==> config.mk <==
export PLATFORM = sky130hd
export DESIGN_NAME = write_mems
export DESIGN_NICKNAME = d
export VERILOG_FILES = /design/src/rtl/write_mems_pkg.sv /design/src/rtl/write_mems_wr_ptr_cnt.sv /design/src/rtl/write_mems.sv
export SDC_FILE = /design/constraint.sdc
export NUM_CORES = 1
export LEC_CHECK = 0
export CAP_MARGIN = 25
export CORE_UTILIZATION = 50
export CTS_CLUSTER_DIAMETER = 120
export DETAILED_ROUTE_END_ITERATION = 16
export PLACE_DENSITY = 0.83
export SLEW_MARGIN = 0
export SYNTH_ARGS = -nofsm -noshare
export SYNTH_HDL_FRONTEND = slang
export SYNTH_SLANG_ARGS = --single-unit
==> constraint.sdc <==
create_clock -name clk -period 2.77 [get_ports clk]
set_clock_uncertainty 0.2 [all_clocks]
set_input_delay 0.277 -clock clk [delete_from_list [all_inputs] [get_ports clk]]
set_output_delay 0.277 -clock clk [all_outputs]
set_load 0.05 [all_outputs]
==> src/rtl/write_mems_pkg.sv <==
// Shared constants and types for the stub-memory writer.
package write_mems_pkg;

  localparam int DATA_W      = 36;
  localparam int NMEM        = 7;
  localparam int ADDR_W      = 6;
  localparam int MAX_ENTRIES = (1 << ADDR_W) - 1;

  // Per-memory entry counts, memory i at [i*ADDR_W +: ADDR_W].
  typedef logic [NMEM*ADDR_W-1:0] count_vec_t;

  // Fill state of the page currently being written.
  typedef enum logic {
    EMPTY   = 1'b0,
    FILLING = 1'b1
  } fill_state_t;

endpackage

==> src/rtl/write_mems_wr_ptr_cnt.sv <==
// Write pointer for a single stub memory: next free address on the current page.
// Saturates at MAX_ENTRIES and never wraps. A clear starts a fresh page, and an
// increment in the same cycle lands at address 0 of that page.
module write_mems_wr_ptr_cnt
  import write_mems_pkg::*;
(
  input  logic              clk,
  input  logic              reset,
  input  logic              clear,
  input  logic              inc,
  output logic [ADDR_W-1:0] ptr,
  output logic              full
);

  logic [ADDR_W-1:0] ptr_q;
  logic [ADDR_W-1:0] ptr_d;

  assign ptr  = ptr_q;
  assign full = (ptr_q == ADDR_W'(MAX_ENTRIES));

  // Next pointer: restart on clear, else step while there is room.
  always_comb begin
    ptr_d = ptr_q;
    if (clear) begin
      ptr_d = inc ? ADDR_W'(1) : '0;
    end else if (inc && !full) begin
      ptr_d = ptr_q + ADDR_W'(1);
    end
  end

  // Pointer register.
  always_ff @(posedge clk) begin
    if (reset) ptr_q <= '0;
    else       ptr_q <= ptr_d;
  end

endmodule

==> src/rtl/write_mems.sv <==
// Writer side of the stub-memory link. Routes one stub per cycle into the
// addressed memory at its next free slot, and at each event boundary
// publishes the closing page's entry counts and flips to the other page.
module write_mems
  import write_mems_pkg::*;
(
  input  logic                   clk,
  input  logic                   reset,
  input  logic                   start,
  input  logic [DATA_W-1:0]      stub_in,
  input  logic                   stub_valid,
  input  logic [2:0]             stub_dest,
  output logic [NMEM-1:0]        wr_en,
  output logic [ADDR_W:0]        wr_add,
  output logic [DATA_W-1:0]      wr_data,
  output logic [NMEM*ADDR_W-1:0] number_out,
  output logic                   page_out,
  output logic                   done,
  output logic                   overflow
);

  logic              dest_ok;
  logic [NMEM-1:0]   sel;
  logic [NMEM-1:0]   full;
  logic [NMEM-1:0]   inc;
  logic [ADDR_W-1:0] ptr [NMEM];
  count_vec_t        ptr_vec;
  logic [ADDR_W-1:0] sel_ptr;
  logic              drop_full;

  logic [NMEM-1:0]   wr_en_q,    wr_en_d;
  logic [ADDR_W:0]   wr_add_q,   wr_add_d;
  logic [DATA_W-1:0] wr_data_q,  wr_data_d;
  count_vec_t        number_q,   number_d;
  logic              page_out_q, page_out_d;
  logic              done_q,     done_d;
  logic              overflow_q, overflow_d;
  logic              page_q,     page_d;
  fill_state_t       state_q,    state_d;

  // Out-of-range destinations are dropped without raising overflow.
  assign dest_ok = stub_valid && (stub_dest < 3'(NMEM));

  genvar gi;
  generate
    for (gi = 0; gi < NMEM; gi++) begin : g_mem
      assign sel[gi] = dest_ok && (stub_dest == 3'(gi));
      // On a boundary the pointer restarts at 0, so the memory cannot be full.
      assign inc[gi] = sel[gi] && (start || !full[gi]);
      assign ptr_vec[gi*ADDR_W +: ADDR_W] = ptr[gi];

      write_mems_wr_ptr_cnt u_ptr (
        .clk   (clk),
        .reset (reset),
        .clear (start),
        .inc   (inc[gi]),
        .ptr   (ptr[gi]),
        .full  (full[gi])
      );
    end
  endgenerate

  // Pointer of the addressed memory, and whether its stub is lost to a full page.
  always_comb begin
    sel_ptr = '0;
    for (int i = 0; i < NMEM; i++) begin
      if (sel[i]) sel_ptr = ptr[i];
    end
    drop_full = !start && |(sel & full);
  end

  // Write port, count publish, page toggle and sticky overflow.
  always_comb begin
    wr_en_d    = inc;
    wr_add_d   = wr_add_q;
    wr_data_d  = wr_data_q;
    number_d   = number_q;
    page_out_d = page_out_q;
    done_d     = 1'b0;
    page_d     = page_q;
    overflow_d = overflow_q | drop_full;
    if (|inc) begin
      wr_add_d  = start ? {~page_q, ADDR_W'(0)} : {page_q, sel_ptr};
      wr_data_d = stub_in;
    end
    if (start) begin
      number_d   = ptr_vec;
      page_out_d = page_q;
      done_d     = 1'b1;
      page_d     = ~page_q;
    end
  end

  // Page fill state: a boundary with no accepted stub leaves the new page empty.
  always_comb begin
    state_d = state_q;
    if (start) begin
      state_d = (|inc) ? FILLING : EMPTY;
    end else if (|inc) begin
      state_d = FILLING;
    end
  end

  // Output and state registers.
  always_ff @(posedge clk) begin
    if (reset) begin
      wr_en_q    <= '0;
      wr_add_q   <= '0;
      wr_data_q  <= '0;
      number_q   <= '0;
      page_out_q <= 1'b0;
      done_q     <= 1'b0;
      overflow_q <= 1'b0;
      page_q     <= 1'b0;
      state_q    <= EMPTY;
    end else begin
      wr_en_q    <= wr_en_d;
      wr_add_q   <= wr_add_d;
      wr_data_q  <= wr_data_d;
      number_q   <= number_d;
      page_out_q <= page_out_d;
      done_q     <= done_d;
      overflow_q <= overflow_d;
      page_q     <= page_d;
      state_q    <= state_d;
    end
  end

  assign wr_en      = wr_en_q;
  assign wr_add     = wr_add_q;
  assign wr_data    = wr_data_q;
  assign number_out = number_q;
  assign page_out   = page_out_q;
  assign done       = done_q;
  assign overflow   = overflow_q;

endmodule

==> flow_summary_export.csv, run 1 <==
group,metric,value,unit
timing,final-max-slew-violation-count,0,
clocking,cts_sinks,138,
timing,tightestPinTransition,552,ps
clocking,cts_buffers,17,
timing,final-hold-violation-count,0,
worst_setup_path,start_kind,"register",
synthesis,synth_seq_cells,138,
placement,place_inst,942,
die,die_area,12100,um2
worst_hold_path,min_from,"reset",
synthesis,synth_top_area_share,0.474,
drt,dr.first_iter.drc_count,454,
worst_setup_path,crit_chain,"ha_1, nand2_1, o21a_4, or4_4, or3_4, buf_12, nand2_1, a21oi_1",
synthesis,ys.flop_type,"dfxtp_1",
clocking,clk_pin_slew,60,ps
worst_setup_path,worst-r2r-setup-slack,180,ps
job,max_cap_viol_count,0,
worst_setup_path,cp_max_fo,22,
timing,post-route-min-period,2590,ps
power,p_leak,3.17,nW
cells_and_area,postLayoutCoreUtil,0.717,
die,die_x,110,um
die,die_h,110,um
drt,wire_per_inst,15.8,um
clocking,clk_latency,410,ps
die,rows,39,
synthesis,synthArstFlopShare,0,
die,core,11400,um2
worst_setup_path,cpPeakStageDelay,520,ps
power,max-vdd-ir-drop,0.387,mV
placement,globalplace.congestion,0.867,
global_routing,grt_use_total,0.258,
timing,rsz0062_at_grt,"no",
timing,setup-violations-final,0,
cells_and_area,final-seq-area,2760,um2
synthesis,syn-num-nets,719,
worst_hold_path,hold_class,"input pin to register",
synthesis,post_synth_num_cell_types,57,
synthesis,synth_xor_area_frac,0.0330,
synthesis,synth_top_family_by_area,"simple AND/OR/NAND/NOR gates",
drt,vias_per_cell,5.57,
synthesis,synth-compound-area-share,0.127,
drt,ant_nets,0,
cells_and_area,instances_no_fill,974,
cells_and_area,num_antenna_cells,0,
clocking,cts_tree,"built",
timing,setup-tns-final,0,ps
clocking,cts_setup_buffers,0,
cells_and_area,fillCellCount,834,
worst_setup_path,cp.arrival,2660,ps
global_routing,grt_max_degree,48,
power,p_per_area,651,nW/um2
drt,vias,5421,
synthesis,seq_area_frac_synth,0.474,
synthesis,synth_adder_area_share,0.0150,
worst_setup_path,path_common_cell,"nand2_1",
placement,place_ws,16.9,ps
die,io_pins,138,
cells_and_area,final_layout_size_suffix_gt1_frac,0.0963,
timing,relSlewSlack,0.631,
synthesis,avgSynthCellArea,8.72,um2
drt,first_pass_iters,5,
timing,fmax,386,MHz
global_routing,gr-total-overflow,0,
clocking,clk_path_buf_depth,2,
clocking,cts_resized,0,
global_routing,antenna_found_initial,0,
cells_and_area,num-nets-final,868,
timing,period_share,0.936,
cells_and_area,syn2layout_area_growth,39.9,%
synthesis,synthCells,669,
worst_setup_path,rr_startpoint,"g_mem[0].u_ptr.ptr[1]",
synthesis,yosys.area.top_type,"dfxtp_1",
worst_setup_path,crit_buf_inv,1,
power,power,0.00531,W
synthesis,synthMuxAreaShare,0.0948,
worst_setup_path,cp-end-kind,"register",
placement,io_buffers,137,
worst_setup_path,slowest_stage,"or4_4",
synthesis,yosys_warnings,0,
synthesis,yosys-top-cells-area,"dfxtp_1, mux2i_1, nand2_1",
outcome,outcome,"finished, final reports clean",
clocking,cts_hold_buf,0,
die,initial_utilization,0.513,
cells_and_area,multiInputGateArea,2860,um2
synthesis,synth_edf_count,0,
timing,setup_ws,179,ps
worst_setup_path,critPathTopFamily,"simple AND/OR/NAND/NOR gates",
global_routing,grt_pass1_wl,24.0,mm
global_routing,grt_pass1_vias,5043,
placement,dpl.hpwl,10.6,mm
synthesis,synthSimpleGateAreaFrac,0.220,
synthesis,synthesis.area,5830,um2
worst_setup_path,path_class,"register to register",
worst_setup_path,required,2840,ps
worst_setup_path,cp-startpoint,"g_mem[0].u_ptr.ptr[1]",
drt,drc,0,
drt,wl,15.4,mm
synthesis,synth.most_common_cell,"dfxtp_1",
synthesis,synth_common_cells,"dfxtp_1, nand2_1, nor2_1",
clocking,htreeDepth,4,
clocking,clockRootBuffer,"clkbuf_16",
==> worst register-to-register path, cell delays in order (launching register included) <==
cell and delay, ps:
dfxtp_1 410, ha_1 220, nand2_1 100, o21a_4 250, or4_4 520, or3_4 430, buf_12 180, nand2_1 80
a21oi_1 70
==> path summary, 6_finish.rpt <==
path / end / cells after the start
worst max-delay path: wr_data[11] / 8
worst min-delay path: number_out[7] / 2
worst max register to register: wr_data[11] / 8
worst min register to register: wr_data[13] / 2
==> placed cells by master, fill, tap and decap left out, drive strengths merged, types with 3 or more instances in the layout <==
| cell | n |
|---|---|
| mux2i | 53 |
| and4b | 3 |
| o21ai | 23 |
| inv | 4 |
| nand4 | 12 |
| o211ai | 3 |
| nand2 | 106 |
| a22oi | 3 |
| nand3b | 6 |
| a311oi | 3 |
| o2111ai | 3 |
| clkbuf | 20 |
| xor2 | 19 |
| a31oi | 6 |
| clkinv | 5 |
| nor3 | 6 |
| nand3 | 13 |
| a21oi | 61 |
| o22ai | 3 |
| a211oi | 4 |
| and3 | 13 |
| ha | 7 |
| or3 | 3 |
| nor2 | 94 |
| dfxtp | 138 |
| nor2b | 7 |
| buf | 38 |
| bufinv | 6 |
| clkdlybuf4s50 | 135 |
| nand2b | 5 |
| xnor2 | 3 |
==> area by class of cell <==
class,count,area share
clock buffer,20,0.0560
clock inverter,12,0.0267
inverter,3,0.00138
multi-input combinational,485,0.351
sequential,138,0.339
tap,143,0.0219
timing repair buffer,173,0.205
==> metrics by stage <==
step | cell area (um2) | hold WS [ps]
CTS | 8160 | 80.2
global route | 8160 | 106
detailed placement | 7480 | 245
finish | 8160 | 95.4
floorplan | 5830 | 217
global placement | 7480 | 240
==> power by group <==
group | switching, W | total [W] | internal (W)
Sequential | 0.0000315 | 0.00207 | 0.00204
Clock | 0.000835 | 0.00257 | 0.00173
Combinational | 0.000413 | 0.000667 | 0.000255
==> flip-flops by register name (all words and copies together) (netlist names) <==
signal,count
page_out,1
page_q,1
wr_add,7
g_mem.u_ptr.ptr,42
wr_data,36
wr_en,7
done,1
overflow,1
number_out,42
==> routing by layer <==
| metal | vias to the layer above | GRT usage | part of all wire |
|---|---|---|---|
| li1 | 2620 | - | - |
| met1 | 2508 | 0.316 | 0.43 |
| met2 | 257 | 0.427 | 0.46 |
| met3 | 36 | 0.0564 | 0.076 |
| met4 | 0 | 0.131 | 0.028 |
| met5 | - | 0 | 0 |
==> cell families after synthesis <==
kind of cell	Yosys count
buffers and inverters	46
flip-flops	138
multiplexers	54
AO/OA/AOI/OAI	122
AND/OR/NAND/NOR	280
adder cells (fa/ha/maj)	7
XOR/XNOR	22
Power figures use the tool's default switching activity.
==> inputs of run 2 (changes only) <==
--- a/config.mk
+++ b/config.mk
@@ -7,9 +7,10 @@
 export LEC_CHECK = 0
 export CAP_MARGIN = 25
 export CORE_UTILIZATION = 50
-export CTS_CLUSTER_DIAMETER = 120
+export CTS_CLUSTER_DIAMETER = 30
 export DETAILED_ROUTE_END_ITERATION = 16
-export PLACE_DENSITY = 0.83
+export PLACE_DENSITY = 0.79
+export REMOVE_ABC_BUFFERS = 1
 export SLEW_MARGIN = 0
 export SYNTH_ARGS = -nofsm -noshare
 export SYNTH_HDL_FRONTEND = slang
==> run 2 against run 1 <==
Effect of this change: combinational power fell by 1%; count of clock-buffer cells in the layout fell by 1; total power fell by 7.3%; global-route usage fell by 0.54 points; sequential share of layout area rose by 0.55 points; critical path type unchanged; critical endpoint is now wr_data[19]; largest cell class unchanged; largest power group unchanged.
==> flow_summary_export.csv, run 2 (synthesis results as in run 1) <==
group,metric,value,unit
clocking,cts_tree,"built",
cells_and_area,syn2layout_area_growth,37.7,%
die,die_x,110,um
worst_setup_path,cp.arrival,2710,ps
cells_and_area,final_cell_mix,"dfxtp_1, clkdlybuf4s50_1, nand2_1",
placement,dpl.hpwl,10.3,mm
worst_hold_path,hold_class,"input pin to register",
worst_hold_path,min_from,"start",
placement,globalplace.congestion,0.910,
global_routing,antenna_found_initial,0,
clocking,cts_resized,0,
cells_and_area,postLayoutCoreUtil,0.706,
die,rows,39,
drt,vias_per_cell,5.52,
placement,place_ws,-50.4,ps
worst_setup_path,worst-r2r-cell-count,8,
die,initial_utilization,0.513,
outcome,outcome,"finished, final reports clean",
worst_setup_path,required,2840,ps
die,io_pins,138,
drt,vias,5334,
timing,setup_ws,134,ps
drt,wire_per_inst,15.3,um
worst_setup_path,cp-startpoint,"g_mem[3].u_ptr.ptr[1]",
timing,hold_ws,92.4,ps
timing,final-hold-violation-count,0,
cells_and_area,final_layout_size_suffix_gt1_frac,0.0898,
cells_and_area,fillCellCount,862,
worst_setup_path,rr_startpoint,"g_mem[3].u_ptr.ptr[1]",
worst_setup_path,cp_max_fo,38,
job,max_cap_viol_count,0,
global_routing,use_met1,0.317,
placement,io_buffers,137,
cells_and_area,layout_commonest_cell,"dfxtp_1",
timing,rsz0062_at_grt,"no",
global_routing,grt_pass1_wl,23.8,mm
die,die_area,12100,um2
die,die_h,110,um
clocking,clk_path_buf_depth,2,
drt,wl,14.8,mm
worst_hold_path,worstHoldPathCells,3,
cells_and_area,num-nets-final,862,
clocking,cts_sinks,138,
worst_setup_path,cpPeakStageDelay,580,ps
drt,ant_nets,0,
worst_setup_path,cp-end-kind,"register",
global_routing,met3_usage,0.0517,
clocking,clk_latency,410,ps
clocking,cts_buffers,17,
worst_setup_path,crit_chain,"ha_1, and3_1, a31oi_1, or4_4, or3_4, buf_12, nand2_1, a21oi_1",
global_routing,busiest_layer,"met2",
timing,tightestPinTransition,559,ps
cells_and_area,num_antenna_cells,0,
worst_setup_path,slowest_stage,"or4_4",
drt,dr.first_iter.drc_count,393,
timing,setup-violations-final,0,
global_routing,gr-total-overflow,0,
power,p_leak,3.10,nW
clocking,cts_hold_buf,0,
global_routing,met2_usage,0.436,
drt,first_pass_iters,5,
worst_setup_path,path_class,"register to register",
drt,drc,0,
global_routing,grt_max_degree,83,
global_routing,grt_pass1_vias,4966,
clocking,htreeDepth,4,
timing,relSlewSlack,0.626,
global_routing,grt_use_total,0.253,
timing,period_share,0.952,
worst_setup_path,start_kind,"register",
timing,post-route-min-period,2640,ps
clocking,cts_setup_buffers,0,
timing,final-max-slew-violation-count,0,
clocking,clockRootBuffer,"clkbuf_16",
timing,fmax,379,MHz
power,max-vdd-ir-drop,0.393,mV
power,p_per_area,613,nW/um2
die,core,11400,um2
clocking,clk_pin_slew,60,ps
power,power,0.00492,W
==> run 2: cell types whose count changed in the layout (fill, tap and decap cells not counted), sizes merged <==
cell	delta
buf	-6
bufinv	-4
clkinvlp	+4
clkbuf	-1
==> run 2: cell type report <==
cell class | instances | area (um2) | share of cell area
Sequential cell | 138 | 2760 | 0.344
Timing Repair Buffer | 167 | 1640 | 0.204
Tap cell | 143 | 179 | 0.0223
Clock inverter | 12 | 124 | 0.0154
Clock buffer | 19 | 453 | 0.0564
Inverter | 3 | 11.3 | 0.00140
Multi-Input combinational cell | 485 | 2860 | 0.356
==> run 2: metal layers <==
layer  up-vias  wire, um
met4         0       189
met2       219      7040
li1       2615         -
met1      2479      6440
met3        21      1160
met5         -         0
==> run 2: path summary, 6_finish.rpt <==
kind                      endpoint  slack, ps
max reg2reg            wr_data[19]        130
max                    wr_data[19]        130
min reg2reg            wr_data[34]        250
min          g_mem[1].u_ptr.ptr[0]         90
==> run 2: power breakdown <==
group | leakage (nW) | internal, W | total [W] | switching (W)
combinational | 1.70 | 0.000247 | 0.000658 | 0.000411
clock | 0.277 | 0.00136 | 0.00219 | 0.000830
sequential | 1.12 | 0.00204 | 0.00207 | 0.0000305
total | 3.10 | 0.00365 | 0.00492 | 0.00127
==> run 2: worst max-delay path: cells and delay by family, from the launching register on <==
| kind | cells | cell delay [ps] |
|---|---|---|
| AO/OA/AOI/OAI | 2 | 200 |
| buffers and inverters | 1 | 180 |
| flip-flops | 1 | 420 |
| adder cells (fa/ha/maj) | 1 | 210 |
| AND/OR/NAND/NOR | 4 | 1290 |
==> run 2: metrics by stage <==
step,TNS [ps],cell area [um2],cells
CTS,0,8030,967
detailed placement,-1170,7450,936
global placement,0,7450,936
floorplan,-67250,5630,626
finish,0,8030,967
global route,0,8030,967
==> variant (config.mk and constraints of run 2) <==
`ADDR_W`: 6 -> 7.
--- a/src/rtl/write_mems_pkg.sv
+++ b/src/rtl/write_mems_pkg.sv
@@ -4,5 +4,5 @@
   localparam int DATA_W      = 36;
   localparam int NMEM        = 7;
-  localparam int ADDR_W      = 6;
+  localparam int ADDR_W      = 7;
   localparam int MAX_ENTRIES = (1 << ADDR_W) - 1;
 
Ports: changed (resized number_out and wr_add); port bits go from 138 to 146. The function was not compared with the original's and may differ.
==> variant against run 2 <==
Design area increased by 15%; combinational power increased by 19%; critical path type unchanged; highest routed layer unchanged; via count increased by 8.9%; power increased by 12%; wire length increased by 20%; sequential power increased by 12%; largest power group unchanged; sequential cell count increased by 15; worst setup slack improved by 0.13 ns; synthesized area increased by 20%.
==> variant: results (changes against run 2) <==
metric,value,unit,change
status,"complete, no violations",,
crit path DAT,2.64,ns,-0.07 ns
sequential element share of the synthesized area,43.9,%,-3.5 points
setup slack at placement,0.00889,ns,+0.0592 ns
fraction of layout cells with a size suffix above 1,9.36,%,+0.38 points
met1 WL,8070,µm,+25%
Mean Syn Cell Area,9.63,µm²,+10%
gp weighted congestion,0.919,,+0.99%
filler cell count in the final layout,1077,,+25%
crit path from,g_mem[3].u_ptr.ptr[0]$_SDFFE_PP0P_,,
GRT Resource Usage Total,25.4,%,+0.072 points
Post-synth top cells,"dfxtp_1, nor2_1, mux2i_1",,
DP Cell Count,1020,,+9.0%
Leak,3.64,nW,+18%
met2 usage in global routing,42.5,%,-1.0 points
"wirelength, routed",17800,µm,+20%
via count,5807,,+8.9%
port bufs,145,,+5.8%
Post-DP Area,0.00862,mm²,+16%
hpwl dp,12400,µm,+20%
"Distinct cells, synth",63,,+11%
first-pass GRT wire length,29000,µm,+22%
VDD IR max,0.429,mV,+8.9%
largest net degree at the start of global routing,149,,+80%
Rel. slew slack,41.3,%,-21 points
CP max FO,17,,-55%
final worst setup slack,0.266,ns,+0.132 ns
Worst R2R Setup Slack,0.27,ns,+0.13 ns
met1 Usage GRT,32.8,%,+1.1 points
max incr delay on CP,0.45,ns,-0.13 ns
initial drt markers,407,,+3.6%
-- variant: cell types whose count changed after synthesis, moves of 8 or more --
cell / run 2 / this run
o21ai_0: 23 / 11
dfxtp_1: 138 / 153
nand2_1: 106 / 22
a41oi_1: 0 / 8
mux2i_1: 53 / 98
nor2_1: 94 / 111
a21oi_1: 61 / 26
nand2b_1: 5 / 78
-- variant: logic make-up after synthesis --
group / after synthesis / synth area share, %
mux: 108 / 16.5
buf+inv: 59 / 4.48
simple gates: 286 / 21.9
xor+xnor: 25 / 3.14
compound gates: 87 / 8.93
fa+ha+maj: 7 / 1.25
flops: 153 / 43.9
-- variant: area by class of cell --
cell class	instances	area (µm²)	share of cell area, %
timing repair buffer	169	1700	18.4
clock buffer	19	453	4.90
clock inverter	13	175	1.89
multi-input combinational	513	3610	39.0
tap	176	220	2.38
sequential	153	3060	33.1
inverter	9	33.8	0.365
-- variant: path summary, 6_finish.rpt --
| check | end | cells after the start |
|---|---|---|
| worst max register to register | wr_data[2]$_SDFFE_PP0P_ | 8 |
| worst min-delay path | wr_en[6]$_SDFF_PP0_ | 3 |
| worst min register to register | wr_data[7]$_SDFFE_PP0P_ | 2 |
| worst max-delay path | wr_data[2]$_SDFFE_PP0P_ | 8 |
-- variant: critical path: cells and delay by family, from the launching register on --
kind,cells,cell delay [ns]
AO/OA/AOI/OAI,2,0.42
adder cells (fa/ha/maj),1,0.22
flip-flops,1,0.45
AND/OR/NAND/NOR,2,0.52
multiplexers,1,0.22
buffers and inverters,2,0.37
-- variant: power breakdown --
part           switching (mW)  internal, mW
combinational           0.456         0.325
sequential             0.0387          2.27
clock                   0.901          1.55
